<file path="config.mk">
export PLATFORM = sky130hd
export DESIGN_NAME = fetch_stage_flat
export DESIGN_NICKNAME = d
export VERILOG_FILES = /design/src/rtl/arm_pkg.sv /design/src/rtl/fetch_stage_if.sv /design/src/rtl/event_counter.sv /design/src/rtl/fetch_stage.sv /design/src/flat_wrapper.sv
export SDC_FILE = /design/constraint.sdc
export NUM_CORES = 1
export LEC_CHECK = 0
export BUFFER_PORTS_ARGS = -buffer_cell sky130_fd_sc_hd__buf_2
export CAP_MARGIN = 20
export CELL_PAD_IN_SITES_DETAIL_PLACEMENT = 2
export CELL_PAD_IN_SITES_GLOBAL_PLACEMENT = 2
export CORE_MARGIN = 5
export CORE_UTILIZATION = 28
export CTS_BUF_LIST = sky130_fd_sc_hd__clkbuf_16
export CTS_CLUSTER_SIZE = 20
export DETAILED_ROUTE_END_ITERATION = 16
export GPL_TIMING_DRIVEN = 0
export PLACE_DENSITY_LB_ADDON = 0.25
export SYNTH_ARGS = -nofsm -noshare
export SYNTH_HDL_FRONTEND = slang
export SYNTH_HIERARCHICAL = 1
export SYNTH_SLANG_ARGS = --single-unit
</file>
<file path="constraint.sdc">
create_clock -name clk -period 3 [get_ports clk]
set_input_delay 0.15 -clock clk [delete_from_list [all_inputs] [get_ports clk]]
set_output_delay 0.15 -clock clk [all_outputs]
set_load 0.01 [all_outputs]
</file>
<file path="src/rtl/arm_pkg.sv">
// Shared constants for the ARM core front end: reset PC, PC stepping,
// the R15 read offset, and the bubble instruction used by flushed slots.
package arm_pkg;

    localparam logic [31:0] RESET_PC_DEFAULT = 32'h0000_0000;
    localparam logic [31:0] PC_STEP          = 32'd4;
    localparam logic [31:0] R15_OFFSET       = 32'd8;
    localparam logic [31:0] NOP_INSTR        = 32'h0000_0000;

    typedef enum logic [1:0] {
        PC_SEQ,
        PC_HOLD,
        PC_BRANCH,
        PC_WB
    } pc_sel_e;

    // Instruction fetches are word aligned; low address bits are dropped.
    function automatic logic [31:0] align_word(input logic [31:0] addr);
        return {addr[31:2], 2'b00};
    endfunction

endpackage

</file>
<file path="src/rtl/fetch_stage_if.sv">
// Signal bundle between the fetch stage and the rest of the core
// (hazard unit, execute/writeback redirects, imem, decode, counters).
interface fetch_stage_if #(
    parameter int CNT_W = 32
);
    logic             StallF;
    logic             StallD;
    logic             FlushD;
    logic             BranchTakenE;
    logic [31:0]      BranchTargetE;
    logic             PCSrcW;
    logic [31:0]      ResultW;
    logic [31:0]      InstrF;
    logic [31:0]      PCF;
    logic [31:0]      InstrD;
    logic [31:0]      PCD;
    logic [31:0]      PCPlus8D;
    logic             ValidD;
    logic [CNT_W-1:0] FetchCount;
    logic [CNT_W-1:0] StallCount;
    logic [CNT_W-1:0] FlushCount;

    modport master (
        input  StallF, StallD, FlushD, BranchTakenE, BranchTargetE,
               PCSrcW, ResultW, InstrF,
        output PCF, InstrD, PCD, PCPlus8D, ValidD,
               FetchCount, StallCount, FlushCount
    );

    modport slave (
        output StallF, StallD, FlushD, BranchTakenE, BranchTargetE,
               PCSrcW, ResultW, InstrF,
        input  PCF, InstrD, PCD, PCPlus8D, ValidD,
               FetchCount, StallCount, FlushCount
    );

endinterface

</file>
<file path="src/rtl/event_counter.sv">
// Free-running wrap-around event counter with synchronous reset.
module event_counter #(
    parameter int CNT_W = 32
) (
    input  logic             clk,
    input  logic             reset,
    input  logic             inc,
    output logic [CNT_W-1:0] count
);

    always_ff @(posedge clk) begin
        if (reset) begin
            count <= '0;
        end else if (inc) begin
            count <= count + 1'b1;
        end
    end

endmodule

</file>
<file path="src/rtl/fetch_stage.sv">
// IF stage: PC register with branch/writeback redirect, IF/ID pipeline
// register with stall/flush handling, and bring-up event counters.
module fetch_stage
    import arm_pkg::*;
#(
    parameter logic [31:0] RESET_PC = RESET_PC_DEFAULT,
    parameter int          CNT_W    = 32
) (
    input  logic          clk,
    input  logic          reset,
    fetch_stage_if.master bus
);

    pc_sel_e     pc_sel;
    logic [31:0] pcf_q;
    logic [31:0] pcf_next;
    logic [31:0] instr_d_q;
    logic [31:0] pc_d_q;
    logic        valid_d_q;
    logic        ifid_load;
    logic        stall_event;

    // Redirects outrank StallF so a stalled fetch never loses a branch.
    always_comb begin
        pc_sel = PC_SEQ;
        if (bus.BranchTakenE) begin
            pc_sel = PC_BRANCH;
        end else if (bus.PCSrcW) begin
            pc_sel = PC_WB;
        end else if (bus.StallF) begin
            pc_sel = PC_HOLD;
        end
    end

    always_comb begin
        pcf_next = pcf_q + PC_STEP;
        unique case (pc_sel)
            PC_BRANCH: pcf_next = align_word(bus.BranchTargetE);
            PC_WB:     pcf_next = align_word(bus.ResultW);
            PC_HOLD:   pcf_next = pcf_q;
            default:   pcf_next = pcf_q + PC_STEP;
        endcase
    end

    always_ff @(posedge clk) begin
        if (reset) begin
            pcf_q <= RESET_PC;
        end else begin
            pcf_q <= pcf_next;
        end
    end

    assign ifid_load   = !bus.FlushD && !bus.StallD;
    assign stall_event = bus.StallF && !bus.BranchTakenE && !bus.PCSrcW;

    // Flush keeps PCD so the bubble still carries a traceable address.
    always_ff @(posedge clk) begin
        if (reset) begin
            instr_d_q <= NOP_INSTR;
            pc_d_q    <= '0;
            valid_d_q <= 1'b0;
        end else if (bus.FlushD) begin
            instr_d_q <= NOP_INSTR;
            valid_d_q <= 1'b0;
        end else if (ifid_load) begin
            instr_d_q <= bus.InstrF;
            pc_d_q    <= pcf_q;
            valid_d_q <= 1'b1;
        end
    end

    assign bus.PCF      = pcf_q;
    assign bus.InstrD   = instr_d_q;
    assign bus.PCD      = pc_d_q;
    assign bus.ValidD   = valid_d_q;
    assign bus.PCPlus8D = pc_d_q + R15_OFFSET;

    event_counter #(.CNT_W(CNT_W)) u_fetch_cnt (
        .clk   (clk),
        .reset (reset),
        .inc   (ifid_load),
        .count (bus.FetchCount)
    );

    event_counter #(.CNT_W(CNT_W)) u_stall_cnt (
        .clk   (clk),
        .reset (reset),
        .inc   (stall_event),
        .count (bus.StallCount)
    );

    event_counter #(.CNT_W(CNT_W)) u_flush_cnt (
        .clk   (clk),
        .reset (reset),
        .inc   (bus.FlushD),
        .count (bus.FlushCount)
    );

endmodule
</file>
<file path="src/flat_wrapper.sv">
// flat-port wrapper written by rule: the top's interface ports become plain ports
module fetch_stage_flat import arm_pkg::*;
#(
    parameter logic [31:0] RESET_PC = RESET_PC_DEFAULT,
    parameter int          CNT_W    = 32
)
  (clk, reset, bus_StallF, bus_StallD, bus_FlushD, bus_BranchTakenE, bus_BranchTargetE, bus_PCSrcW, bus_ResultW, bus_InstrF, bus_PCF, bus_InstrD, bus_PCD, bus_PCPlus8D, bus_ValidD, bus_FetchCount, bus_StallCount, bus_FlushCount);
  fetch_stage_if #(.CNT_W(CNT_W)) bus_i ();
  input  logic clk;
  input  logic reset;
  input wire logic [$bits(bus_i.StallF)-1:0] bus_StallF;
  input wire logic [$bits(bus_i.StallD)-1:0] bus_StallD;
  input wire logic [$bits(bus_i.FlushD)-1:0] bus_FlushD;
  input wire logic [$bits(bus_i.BranchTakenE)-1:0] bus_BranchTakenE;
  input wire logic [$bits(bus_i.BranchTargetE)-1:0] bus_BranchTargetE;
  input wire logic [$bits(bus_i.PCSrcW)-1:0] bus_PCSrcW;
  input wire logic [$bits(bus_i.ResultW)-1:0] bus_ResultW;
  input wire logic [$bits(bus_i.InstrF)-1:0] bus_InstrF;
  output wire logic [$bits(bus_i.PCF)-1:0] bus_PCF;
  output wire logic [$bits(bus_i.InstrD)-1:0] bus_InstrD;
  output wire logic [$bits(bus_i.PCD)-1:0] bus_PCD;
  output wire logic [$bits(bus_i.PCPlus8D)-1:0] bus_PCPlus8D;
  output wire logic [$bits(bus_i.ValidD)-1:0] bus_ValidD;
  output wire logic [$bits(bus_i.FetchCount)-1:0] bus_FetchCount;
  output wire logic [$bits(bus_i.StallCount)-1:0] bus_StallCount;
  output wire logic [$bits(bus_i.FlushCount)-1:0] bus_FlushCount;
  assign bus_i.StallF = bus_StallF;
  assign bus_i.StallD = bus_StallD;
  assign bus_i.FlushD = bus_FlushD;
  assign bus_i.BranchTakenE = bus_BranchTakenE;
  assign bus_i.BranchTargetE = bus_BranchTargetE;
  assign bus_i.PCSrcW = bus_PCSrcW;
  assign bus_i.ResultW = bus_ResultW;
  assign bus_i.InstrF = bus_InstrF;
  assign bus_PCF = bus_i.PCF;
  assign bus_InstrD = bus_i.InstrD;
  assign bus_PCD = bus_i.PCD;
  assign bus_PCPlus8D = bus_i.PCPlus8D;
  assign bus_ValidD = bus_i.ValidD;
  assign bus_FetchCount = bus_i.FetchCount;
  assign bus_StallCount = bus_i.StallCount;
  assign bus_FlushCount = bus_i.FlushCount;
  fetch_stage #(.RESET_PC(RESET_PC), .CNT_W(CNT_W)) u_core (.clk(clk), .reset(reset), .bus(bus_i));
endmodule
</file>
==> reports/metrics.cfg <==
[synth]
synth-async-reset-ratio_pct = 0
yosysUniqueCellTypes = 67
avgSynthCellArea_um2 = 8.18
ys_seq_elements = 189
synth_edf_count = 0
synth_cells = 1185
ys_seq_area_share_pct = 39.0
ys_warn_count = 6
yosysTopAreaCell = dfxtp_1
synthFlopType = dfxtp_1
synth.cell_area_um2 = 9700
synth_area_leaders = dfxtp_1, nor2_1, nand2_1
synth.top_cell.area_share_pct = 39.0

[timing]
fin_ws_ns = 0.246
fin_skew_ns = 0.0105
fmax_ghz = 0.363
slew_viol_final = 0
rsz0062_at_grt = false
worst_slew_pin_slew_ns = 0.851
slew_headroom_pct = 42.7
setup_violations = 0
timing.final.crit_share_pct = 91.8
finalHoldViolCount = 0
min_period_ns = 2.75

[placement]
dpl_worst_slack_ns = -0.898
gp_congestion = 0.834
placed_cell_area_um2 = 11900
dp.cells = 1960
port_buffers = 315
hpwl_um = 30300

[flow_run]
max_cap_viol_count = 0

[global_route]
overflow = 0
antenna_found_initial = 13
grt_pass1_vias = 11100
grt_max_degree = 26
track_usage_pct = 20.5
grt_pass1_wl_um = 63100

[clock_network]
cts_tree = yes
cts_made_buffers = 17
cts_max_level = 4
clockBufferDepth = 2
clkTransAtPathRegs_ns = 0.07
cts.sinks = 189
clock_latency_ns = 0.44
cts-root-buf = clkbuf_16

[routing]
drc_errors = 0
routedWlPerCell_um = 20.0
drt_pass1_iterations = 5
drtIter0Drc = 308
vias = 10300
vias_per_cell = 5.07
wl_um = 40800
route.antenna.remaining_nets = 0

[outcome]
status = finished, final reports clean

[layout]
fin_area_um2 = 12800
area_growth_pct = 32.2
layout-drive-gt1-share_pct = 26.8
finalNonFillerCells = 2036
fin_nets = 1670

[setup_path]
start_kind = primary input
cp.required_ns = 3.33
critical_path_class = primary input to flop
worstSetupEndpointType = flop
worstPathMaxFanout = 13
critPathArrivalTime_ns = 3.08

[pwr]
leakage_nw = 5.51
p_per_area_nw_per_um2 = 433
worst_ir_drop_vdd_mv = 0.402

[floorplanning]
ios = 328
fp.dieH_um = 196
core_um2 = 34400
chipWidth_um = 196
initial_utilization_pct = 28.2
dieArea_um2 = 38500
rows = 68

[hold_path]
hold_path_class = primary input to flop

## flip-flops by register name (all words and copies together), names as in the netlist
name,count
u_core/bus.InstrD,32
u_core/bus.PCD,30
u_core/bus.PCF,30
u_core/bus.ValidD,1
u_core/u_fetch_cnt/count,32
u_core/u_flush_cnt/count,32
u_core/u_stall_cnt/count,32
## synth_stat cells (3+ instances only)
master / instances
nor3b_1: 3
a21oi_1: 87
buf_6: 6
a31oi_1: 4
nand2b_1: 8
nor2b_1: 35
o21bai_1: 4
buf_4: 10
mux2i_1: 42
nor4_4: 3
nor3_1: 42
dfxtp_1: 189
o211ai_1: 4
nand3b_1: 3
or4_4: 3
nor2_1: 140
o21ai_0: 33
and3_1: 14
and2_1: 5
buf_2: 10
o31ai_1: 16
o22ai_1: 11
mux2_2: 27
inv_1: 27
a211oi_1: 7
nand4_1: 46
and3_2: 3
a22oi_1: 3
nand2_1: 125
and4_1: 11
or4_1: 11
or3_1: 14
nand3_1: 45
or2_2: 6
ha_1: 5
nand4_2: 4
xor2_1: 40
xnor2_1: 27
clkbuf_1: 55
mux2_1: 6
nor4_1: 20
## repair_timing
item                       4_1_cts  5_1_grt
hold buffers                    38        0
hold endpoints to repair        38        0
resized for setup                2        2
setup buffers                    0        1
pin swaps                        0        1
setup endpoints to repair       18       23
## layout make-up
class	count	area [um2]
fill	4015	21600
multi-input combinational	892	5430
sequential	189	3780
timing repair buffer	354	1960
tap	455	569
clock buffer	17	425
buffer	80	398
clock inverter	13	115
inverter	28	109
antenna	8	20.0
## routing by layer
metal	routed length, um	track usage [%]	up-vias
li1	-	-	4934
met1	17400	25.3	5084
met2	20200	35.2	245
met3	2120	4.69	54
met4	942	7.32	10
met5	62	0	-
## stage by stage
| stage | TNS, ns | total power, W | util [%] | hold WS, ns |
|---|---|---|---|---|
| after floorplan | 0 | 0.00303 | - | 0.288 |
| after global placement | -17.20 | 0.00332 | 34.5 | 0.380 |
| after detailed placement | -20.45 | 0.00334 | 34.5 | 0.389 |
| after CTS | 0 | 0.00564 | 37.2 | 0.0118 |
| after global routing | 0 | 0.00580 | 37.3 | 0.0273 |
| final | 0 | 0.00555 | 37.3 | 0.0380 |
## cells in the final DEF, fill, tap and decap left out, drive strengths merged, types with 14 or more instances in the layout
master	instances
a21oi	87
and3	17
buf	342
clkbuf	71
dfxtp	189
dlygate4sd3	38
inv	33
mux2	33
mux2i	42
nand2	126
nand3	45
nand4	50
nor2	140
nor2b	35
nor3	42
nor4	23
o21ai	33
o31ai	16
or3	14
or4	16
xnor2	27
xor2	40
## kinds of logic after synthesis
family,after synthesis,synth area share (%)
buf+inv,109,5.20
mux,75,8.17
other cells,1,0.0387
compound gates,190,11.8
xor+xnor,67,6.05
fa+ha+maj,5,0.645
simple gates,549,29.1
flops,189,39.0
## worst max-delay path: stages
cell and delay (ns):
clkbuf_1 0.21, or2_2 0.39, clkbuf_1 0.15, inv_1 0.35, buf_2 0.31, and4_1 0.21
buf_2 0.20, nand4_1 0.38, nor3_1 0.34, mux2_2 0.37
## report_power, final
group	switching, W	internal [W]	total (W)
Clock	0.00103	0.00120	0.00222
Combinational	0.000381	0.000273	0.000654
Sequential	0.000102	0.00257	0.00268
## final timing paths
check / startpoint / end / slack (ns) / depth (start not counted)
setup / recovery: bus_StallD / u_core/u_fetch_cnt/count[29]$_SDFFE_PP0P_ / 0.25 / 10
hold reg to reg: u_core/bus.ValidD$_SDFFE_PP0P_ / u_core/bus.ValidD$_SDFFE_PP0P_ / 0.46 / 2
setup reg to reg: u_core/bus.PCF[14]$_SDFFE_PP0P_ / u_core/bus.PCF[23]$_SDFFE_PP0P_ / 0.54 / 6
hold / removal: bus_BranchTargetE[3] / u_core/bus.PCF[3]$_SDFFE_PP0P_ / 0.04 / 3
Note: power is estimated with default switching activity, not from simulation.
